**config.mk**
```make
export PLATFORM = sky130hd
export DESIGN_NAME = arbitro_escrita
export DESIGN_NICKNAME = d
export VERILOG_FILES = /design/src/rtl/arbitro_escrita_pkg.sv /design/src/rtl/arbitro_escrita_buffer.sv /design/src/rtl/arbitro_escrita.sv
export SDC_FILE = /design/constraint.sdc
export NUM_CORES = 1
export LEC_CHECK = 0
export ABC_AREA = 1
export BUFFER_PORTS_ARGS = -buffer_cell sky130_fd_sc_hd__buf_4
export CAP_MARGIN = 15
export CORE_MARGIN = 5
export CORE_UTILIZATION = 58
export CTS_BUF_LIST = sky130_fd_sc_hd__clkbuf_2 sky130_fd_sc_hd__clkbuf_4 sky130_fd_sc_hd__clkbuf_8
export DETAILED_ROUTE_END_ITERATION = 8
export PLACE_DENSITY = 0.95
export SLEW_MARGIN = 20
export SYNTH_ARGS = -nofsm -noshare
export SYNTH_HDL_FRONTEND = slang
export SYNTH_SLANG_ARGS = --single-unit
```
**constraint.sdc**
```tcl
create_clock -name clk -period 3.8 [get_ports clk]
set_input_delay 0.38 -clock clk [delete_from_list [all_inputs] [get_ports clk]]
set_output_delay 0.38 -clock clk [all_outputs]
set_load 0.1 [all_outputs]
```
**src/rtl/arbitro_escrita_pkg.sv**
```systemverilog
// Shared register-file constants for the writeback path.
package pacote_regs;

  localparam int unsigned DATA_W   = 32;
  localparam int unsigned ADDR_W   = 5;
  localparam int unsigned NUM_REGS = 32;
  localparam logic [ADDR_W-1:0] REG_ZERO = 5'd0;

endpackage

```
**src/rtl/arbitro_escrita_buffer.sv**
```systemverilog
// One-entry write holding buffer with full/age tracking.
module buffer_escrita
  import pacote_regs::*;
#(
  parameter int unsigned DATA_W = pacote_regs::DATA_W,
  parameter int unsigned ADDR_W = pacote_regs::ADDR_W
) (
  input  logic              clk,
  input  logic              reset,
  input  logic              i_valid,
  input  logic [ADDR_W-1:0] i_rd,
  input  logic [DATA_W-1:0] i_data,
  input  logic              i_grant,
  input  logic              i_other_load,
  input  logic              i_other_keep,
  input  logic              i_other_refill,
  output logic              o_ready,
  output logic              o_full,
  output logic              o_age,
  output logic [ADDR_W-1:0] o_rd,
  output logic [DATA_W-1:0] o_data,
  output logic              o_load,
  output logic              o_keep,
  output logic              o_refill
);

  logic              r_full;
  logic              r_age;
  logic [ADDR_W-1:0] r_rd;
  logic [DATA_W-1:0] r_data;

  logic w_ready;
  logic w_load;
  logic w_keep;
  logic w_refill;
  logic w_age_next;

  // Accept/hold decisions; writes to x0 are accepted but never stored.
  always_comb begin
    w_ready    = ~r_full | i_grant;
    w_load     = i_valid & w_ready & (i_rd != REG_ZERO);
    w_keep     = r_full & ~i_grant;
    w_refill   = w_load & i_grant;
    // Older if we stay put while the other loads, keep our age while both
    // stay put, or take a fresh entry at the edge the other one refills.
    w_age_next = (w_keep & i_other_load)
               | (w_keep & i_other_keep & r_age)
               | (w_load & i_other_refill);
  end

  // Buffer state registers.
  always_ff @(posedge clk or negedge reset) begin
    if (!reset) begin
      r_full <= 1'b0;
      r_age  <= 1'b0;
      r_rd   <= '0;
      r_data <= '0;
    end else begin
      r_full <= w_load | w_keep;
      r_age  <= w_age_next;
      if (w_load) begin
        r_rd   <= i_rd;
        r_data <= i_data;
      end
    end
  end

  assign o_ready  = w_ready;
  assign o_full   = r_full;
  assign o_age    = r_age;
  assign o_rd     = r_rd;
  assign o_data   = r_data;
  assign o_load   = w_load;
  assign o_keep   = w_keep;
  assign o_refill = w_refill;

endmodule

```
**src/rtl/arbitro_escrita.sv**
```systemverilog
// Register-file write-port arbiter with busy scoreboard and decode stall.
module arbitro_escrita
  import pacote_regs::*;
#(
  parameter int unsigned DATA_W = pacote_regs::DATA_W,
  parameter int unsigned ADDR_W = pacote_regs::ADDR_W
) (
  input  logic                clk,
  input  logic                reset,
  input  logic                req0_valid,
  output logic                req0_ready,
  input  logic [ADDR_W-1:0]   req0_rd,
  input  logic [DATA_W-1:0]   req0_data,
  input  logic                req1_valid,
  output logic                req1_ready,
  input  logic [ADDR_W-1:0]   req1_rd,
  input  logic [DATA_W-1:0]   req1_data,
  input  logic [ADDR_W-1:0]   rs1,
  input  logic [ADDR_W-1:0]   rs2,
  output logic                RegWrite,
  output logic [ADDR_W-1:0]   WriteRegister,
  output logic [DATA_W-1:0]   WriteData,
  output logic [NUM_REGS-1:0] busy_mask,
  output logic                stall
);

  logic              r_rr;
  logic              w_full0, w_full1, w_age0, w_age1;
  logic [ADDR_W-1:0] w_rd0, w_rd1;
  logic [DATA_W-1:0] w_data0, w_data1;
  logic              w_load0, w_load1, w_keep0, w_keep1, w_refill0, w_refill1;
  logic              w_grant0, w_grant1, w_rr_used;
  logic [NUM_REGS-1:0] w_busy;

  buffer_escrita #(.DATA_W(DATA_W), .ADDR_W(ADDR_W)) u_buf0 (
    .clk(clk), .reset(reset),
    .i_valid(req0_valid), .i_rd(req0_rd), .i_data(req0_data),
    .i_grant(w_grant0),
    .i_other_load(w_load1), .i_other_keep(w_keep1), .i_other_refill(w_refill1),
    .o_ready(req0_ready), .o_full(w_full0), .o_age(w_age0),
    .o_rd(w_rd0), .o_data(w_data0),
    .o_load(w_load0), .o_keep(w_keep0), .o_refill(w_refill0)
  );

  buffer_escrita #(.DATA_W(DATA_W), .ADDR_W(ADDR_W)) u_buf1 (
    .clk(clk), .reset(reset),
    .i_valid(req1_valid), .i_rd(req1_rd), .i_data(req1_data),
    .i_grant(w_grant1),
    .i_other_load(w_load0), .i_other_keep(w_keep0), .i_other_refill(w_refill0),
    .o_ready(req1_ready), .o_full(w_full1), .o_age(w_age1),
    .o_rd(w_rd1), .o_data(w_data1),
    .o_load(w_load1), .o_keep(w_keep1), .o_refill(w_refill1)
  );

  // Grant from buffer state only: age, then equal-rd ordering, then round-robin.
  always_comb begin
    w_grant0  = 1'b0;
    w_grant1  = 1'b0;
    w_rr_used = 1'b0;
    if (w_full0 && !w_full1) begin
      w_grant0 = 1'b1;
    end else if (!w_full0 && w_full1) begin
      w_grant1 = 1'b1;
    end else if (w_full0 && w_full1) begin
      if (w_age0 != w_age1) begin
        w_grant0 = w_age0;
        w_grant1 = w_age1;
      end else if (w_rd0 == w_rd1) begin
        w_grant0 = 1'b1;
      end else begin
        w_rr_used = 1'b1;
        w_grant0  = ~r_rr;
        w_grant1  = r_rr;
      end
    end
  end

  // Round-robin pointer advances only on tie-broken grants.
  always_ff @(posedge clk or negedge reset) begin
    if (!reset) begin
      r_rr <= 1'b0;
    end else if (w_rr_used) begin
      r_rr <= ~r_rr;
    end
  end

  // Register-file write port driven from the granted buffer.
  always_comb begin
    RegWrite      = w_grant0 | w_grant1;
    WriteRegister = '0;
    WriteData     = '0;
    if (w_grant0) begin
      WriteRegister = w_rd0;
      WriteData     = w_data0;
    end else if (w_grant1) begin
      WriteRegister = w_rd1;
      WriteData     = w_data1;
    end
  end

  // Busy decode and decode-stage stall; x0 never reads as busy.
  always_comb begin
    w_busy    = ({{(NUM_REGS-1){1'b0}}, w_full0} << w_rd0)
              | ({{(NUM_REGS-1){1'b0}}, w_full1} << w_rd1);
    w_busy[0] = 1'b0;
    busy_mask = w_busy;
    stall     = ((rs1 != REG_ZERO) & w_busy[rs1])
              | ((rs2 != REG_ZERO) & w_busy[rs2]);
  end

endmodule
```
After elaboration in Yosys (flattened, before gate mapping). Index checks and enable logic that the tools add are counted.

Flip-flop bits (word level): 79. Input port bits: 88. Output and inout bits: 73. Logic and storage cells: 80.

Magnitude comparators: 2. Eq/ne operators: 2. Shift operators: 2. Mux-type cells: 23. Bitwise operators: 33. Reductions and logical operators: 9.

Operators with widths (count): two-way mux 32 bit (2); << shifter 1 x 5 -> 32 bit (2); OR 32 bit (1); nonzero test 5 bit (4); AND 1 bit (17); two-way mux 1 bit (17); < comparator 5 x 6 -> 1 bit, second input constant (2); binary-select mux 1 bit (select 5 bit) (2); two-way mux 5 bit (2); OR 1 bit (10); == test 5 bit (1); inverter 1 bit (5); logical AND 1 bit (3); logical NOT 1 bit (2); inequality test 1 bit (1).

Depth between registers and ports, before layout.
Depth in word-level cells: 12. Mapped depth: 14. Depth with buffers taken out: 13.

Hierarchy. A second synthesis with hierarchy kept.

Cells, all modules: 812. Area total of the unflattened synthesis: 5589.1 sq um.

Modules (own cells, without submodules): buffer_escrita (times used 2, cells each 180, area an instance 1747.9 sq um, seq. area each 975.9 sq um); arbitro_escrita (times used 1, cells each 452, area an instance 2093.3 sq um, seq. area each 25.0 sq um).

Worst setup path before layout. No wires, ideal clock.

Path kind: reg-to-output. From: register u_buf0.r_rd[3] (netlist: u_buf0.o_rd[3]). To: output stall. Arrival time: 4.202 ns. Data required time: 3.420 ns. Path slack: -0.782 ns. Cell stages (with the launch flop): 13. Buffers on the path: 1. Path through: dfrtp_1 buf_2 nor2_2 inv_1 o21ai_0 o21ai_0 inv_1 nand2_1 nand3_1 nand2_1 nand2_1 nand2_1 nand2_1.

Longest elaborated chain between the ends: 6. Elaborated cells between the ends (all ways): 9. Classes of those cells: shift: 1; mux: 4; bitwise: 4.

RTL lines: from (decl) (line arbitro_escrita_buffer.sv:29) `logic [ADDR_W-1:0] r_rd;`; from (signal assigned) (line arbitro_escrita_buffer.sv:62) `r_rd <= i_rd;`; << shifter 1 x 5 -> 32 bit (*) (line arbitro_escrita.sv:103) `w_busy = ({{(NUM_REGS-1){1'b0}}, w_full0} << w_rd0)`; OR 32 bit (*) (line arbitro_escrita.sv:104) `| ({{(NUM_REGS-1){1'b0}}, w_full1} << w_rd1);`; via busy_mask[21] (line arbitro_escrita.sv:23) `output logic [NUM_REGS-1:0] busy_mask,`; binary-select mux 1 bit (select 5 bit), on equally long branches (line arbitro_escrita.sv:107, arbitro_escrita.sv:108); two-way mux 1 bit, on equally long branches (line arbitro_escrita.sv:107, arbitro_escrita.sv:108); AND 1 bit, on equally long branches (line arbitro_escrita.sv:107, arbitro_escrita.sv:108); OR 1 bit (*) (line arbitro_escrita.sv:108) `| ((rs2 != REG_ZERO) & w_busy[rs2]);`; to (decl) (line arbitro_escrita.sv:24) `output logic stall`.

The timed path passes the listed nets; every way through them passes the cells marked *. The select of a mux whose other input is x is not followed.

Final worst setup path.
From: register u_buf1.r_rd[2] (netlist: u_buf1.o_rd[2]). To: output WriteData[8].

Longest elaborated chain between the ends: 8. Elaborated cells between the ends (all ways): 13. Classes of those cells: eq/ne: 1; mux: 12.

RTL lines: from (decl) (line arbitro_escrita_buffer.sv:29); from (signal assigned) (line arbitro_escrita_buffer.sv:62); == test 5 bit (*) (line arbitro_escrita.sv:68) `end else if (w_rd0 == w_rd1) begin`; two-way mux 1 bit (line arbitro_escrita.sv:68); two-way mux 1 bit (line arbitro_escrita.sv:65) `if (w_age0 != w_age1) begin`; two-way mux 1 bit (line arbitro_escrita.sv:64) `end else if (w_full0 && w_full1) begin`; two-way mux 1 bit (line arbitro_escrita.sv:62) `end else if (!w_full0 && w_full1) begin`; two-way mux 1 bit (line arbitro_escrita.sv:60) `if (w_full0 && !w_full1) begin`; two-way mux 32 bit (line arbitro_escrita.sv:95) `end else if (w_grant1) begin`; two-way mux 32 bit (*) (line arbitro_escrita.sv:92) `if (w_grant0) begin`; to (decl) (line arbitro_escrita.sv:22) `output logic [DATA_W-1:0] WriteData,`.

Mark *: on every way between the ends. The rest lies on a longest branch, timed or not.

==> out/summary.txt <==
Final Setup Violations: 0
CP Cell Sequence: inv_1 -> nand2_1 -> nand2_1 -> nor2_1 -> a31oi_2 -> nand2_4 -> nand3_4 -> o21ai_2 -> buf_4 -> nand2_1 -> nand2_1 -> buf_4
Setup WS post-layout: 0.414 ns
worst slew pin tran: 0.981 ns
switching pwr: 4.24 mW
CP max stage delay: 0.66 ns
All-Layer GR Usage: 29.8%
via count: 5821
min Tclk post-route: 3.39 ns
Max Freq: 0.295 GHz
DRC: 0
Die Area: 10900 sq um
multiplexer share of the synthesized area: 0%
vias in the first global route: 5433
global route overflow: 0
slowest CP cell: dfrtp_1
die width: 104 microns
CP Data Required Time: 3.42 ns
switch share: 63.7%
Syn Area/Cell: 6.57 sq um
cts bufs inserted: 9
post-CTS setup buffer count: 0
cells after synthesis: 787
CTS Root Cell: clkbuf_8
RSZ-0062 raised after global routing: false
XOR/XNOR share of the synthesized area: 0.508%
Max IR drop VDD: 1330 uV
WL/cell: 16.1 microns
TNS Setup: 0 ns
critical path fanouts, max: 26
Initial Utilization: 59.3%
PortBufs: 159
largest family of logic cells by synthesized area: simple AND/OR/NAND/NOR gates
Post-Place Worst Slack: 0.851 ns
YS warnings: 0
CTS Hold Bufs: 0
Final HPWL DP: 12.2 mm
sequential-to-total area share from yosys stat: 38.2%
Max Buffers Root-to-Sink: 2
Pwr Total: 6.65 mW
Synth Register Bits: 79
crit start category: flip-flop
outcome: finished, final reports clean
filler cell count: 685
layout cells sized above 1: 21.6%
final hold vios: 0
max-cap violations: 0
CTS tree: yes
worst rel slew slack: 34.6%
final RePlAce weighted congestion: 1.02
total clock sinks: 79
most frequent CP cell: nand2_1
Slew Viols, Final: 0
Compound-Gate Fraction of Synth Area: 6.46%
final wirelength: 16.5 mm
core area: 8720 sq um
Hold Slack: 0.178 ns
DR vias/cell: 5.65
WS Path Type: reg2out
largest net degree at the start of global routing: 80
CP Capture Type: output port
Leak: 3.70 nW
post-synthesis adder-cell area fraction: 0%
I/O pins: 161
antenna fix cells: 0
skew final: 0.0167 ns
Comb power frac: 67.8%
initial antenna violation count: 0
syn nets: 875
most common cell after layout, fill and taps aside: nand2_1
distinct cell type count after synthesis: 34
Core Rows: 34
Hold Path Class: in2async
post-route ant nets: 0
initial DRC count: 457
ys async rst share: 100%
crit path DAT: 3.01 ns
simple-gate portion of the synthesized area: 43.7%
clock slew at reported path FFs: 0.10 ns
clock network power share: 10.7%
post-CTS sizing: 0
drt pass-1 iters: 6
Layout area overhead: 25.6%
Clk Latency, worst-skew pair: 0.35 ns
Tcrit/Tclk final: 89.1%
number of synthesized flops with an enable pin: 0
Post-Syn Area: 5170 sq um
Max H-tree Level: 3
sequential fraction of design power: 21.5%
PwrDens: 1020 nW/um^2
most frequent cells in the layout: nand2_1 (301), buf_4 (167), nand3_1 (139)
Int Pwr: 2.42 mW
die height: 104 microns
NumNets Final: 1005
global-route wire length before repair: 26.8 mm
Post-synth top flop: dfrtp_1
## cell families (layout without fill, tap and decap cells)
group	after synthesis	count (layout)
AOI/OAI and AO/OA	59	59
xor gates and xnor gates	3	3
DFF	79	79
buffers and inverters	121	256
and+or+nand+nor	524	524
other	1	1
## final timing paths
check	startpoint	endpoint	slack [ns]	cells past startpoint
max	u_buf1.o_rd[2]$_DFFE_PN0P_	WriteData[8]	0.41	12
max in group asynchronous	reset	u_buf0.o_data[31]$_DFFE_PN0P_	2.98	1
min in group clk	req0_data[8]	u_buf0.o_data[8]$_DFFE_PN0P_	0.26	3
min reg2reg	u_buf0.o_data[3]$_DFFE_PN0P_	u_buf0.o_data[3]$_DFFE_PN0P_	0.48	2
min	reset	u_buf1.o_data[17]$_DFFE_PN0P_	0.18	1
max reg2reg	u_buf1.o_rd[2]$_DFFE_PN0P_	u_buf1.o_data[4]$_DFFE_PN0P_	1.10	9
## cells in the mapped netlist (3+ instances only)
cell	n	area, sq um
o22ai_1	5	31.3
buf_2	15	75.1
o21ai_0	27	135
nor2_1	49	184
nand4_1	21	131
nand2_1	301	1130
buf_6	9	101
o21ai_1	18	90.1
nand3_1	139	696
dfrtp_1	79	1980
nor3_1	5	25.0
buf_4	6	45.0
clkbuf_1	15	56.3
a21oi_1	3	15.0
inv_1	69	259
## cell type report
type / count / area (sq um) / share of cell area, %
multi-input cells: 587 / 2620 / 40.4
flip-flops and latches: 79 / 1980 / 30.4
repair buffers: 167 / 1250 / 19.3
inverters: 73 / 279 / 4.30
well taps: 108 / 135 / 2.08
clock buffers: 9 / 124 / 1.91
clock inverters: 7 / 101 / 1.56
## state kept, by name (all words and copies together), names as in the netlist
| register | flops |
|---|---|
| u_buf1.o_full | 1 |
| u_buf0.o_rd | 5 |
| u_buf0.o_full | 1 |
| u_buf0.o_age | 1 |
| r_rr | 1 |
| u_buf1.o_rd | 5 |
| u_buf1.o_data | 32 |
| u_buf1.o_age | 1 |
| u_buf0.o_data | 32 |
## worst max-delay path, delay by kind of cell (launching register included)
kind            cells  cell delay [ns]
flops               1             0.66
simple gates        7             0.68
buf+inv             3             0.96
compound gates      2             0.32
## per-layer routing
metal / track usage, % / vias up / part of all wire (%)
li1: - / 2769 / -
met1: 39.4 / 2630 / 38
met2: 47.3 / 379 / 47
met3: 8.57 / 43 / 12
met4: 9.25 / 0 / 2.6
met5: 0 / - / 0
## metrics by stage
stage / cell area [sq um] / std cells / utilization (%)
floorplan: 5170 / 787 / -
global placement: 6270 / 1014 / 71.9
detailed placement: 6270 / 1014 / 71.9
CTS: 6490 / 1030 / 74.4
global route: 6490 / 1030 / 74.4
finish: 6490 / 1030 / 74.4
## power groups by stage
stage	clock [mW]	sequential, mW	combinational (mW)
2_1_floorplan	0	1.28	3.74
3_3_place_gp	0	1.42	4.44
3_5_place_dp	0	1.42	4.49
4_1_cts	0.719	1.42	4.50
5_1_grt	0.757	1.47	4.73
6_report	0.709	1.43	4.51
No activity file was read; power rests on OpenSTA's default activity.
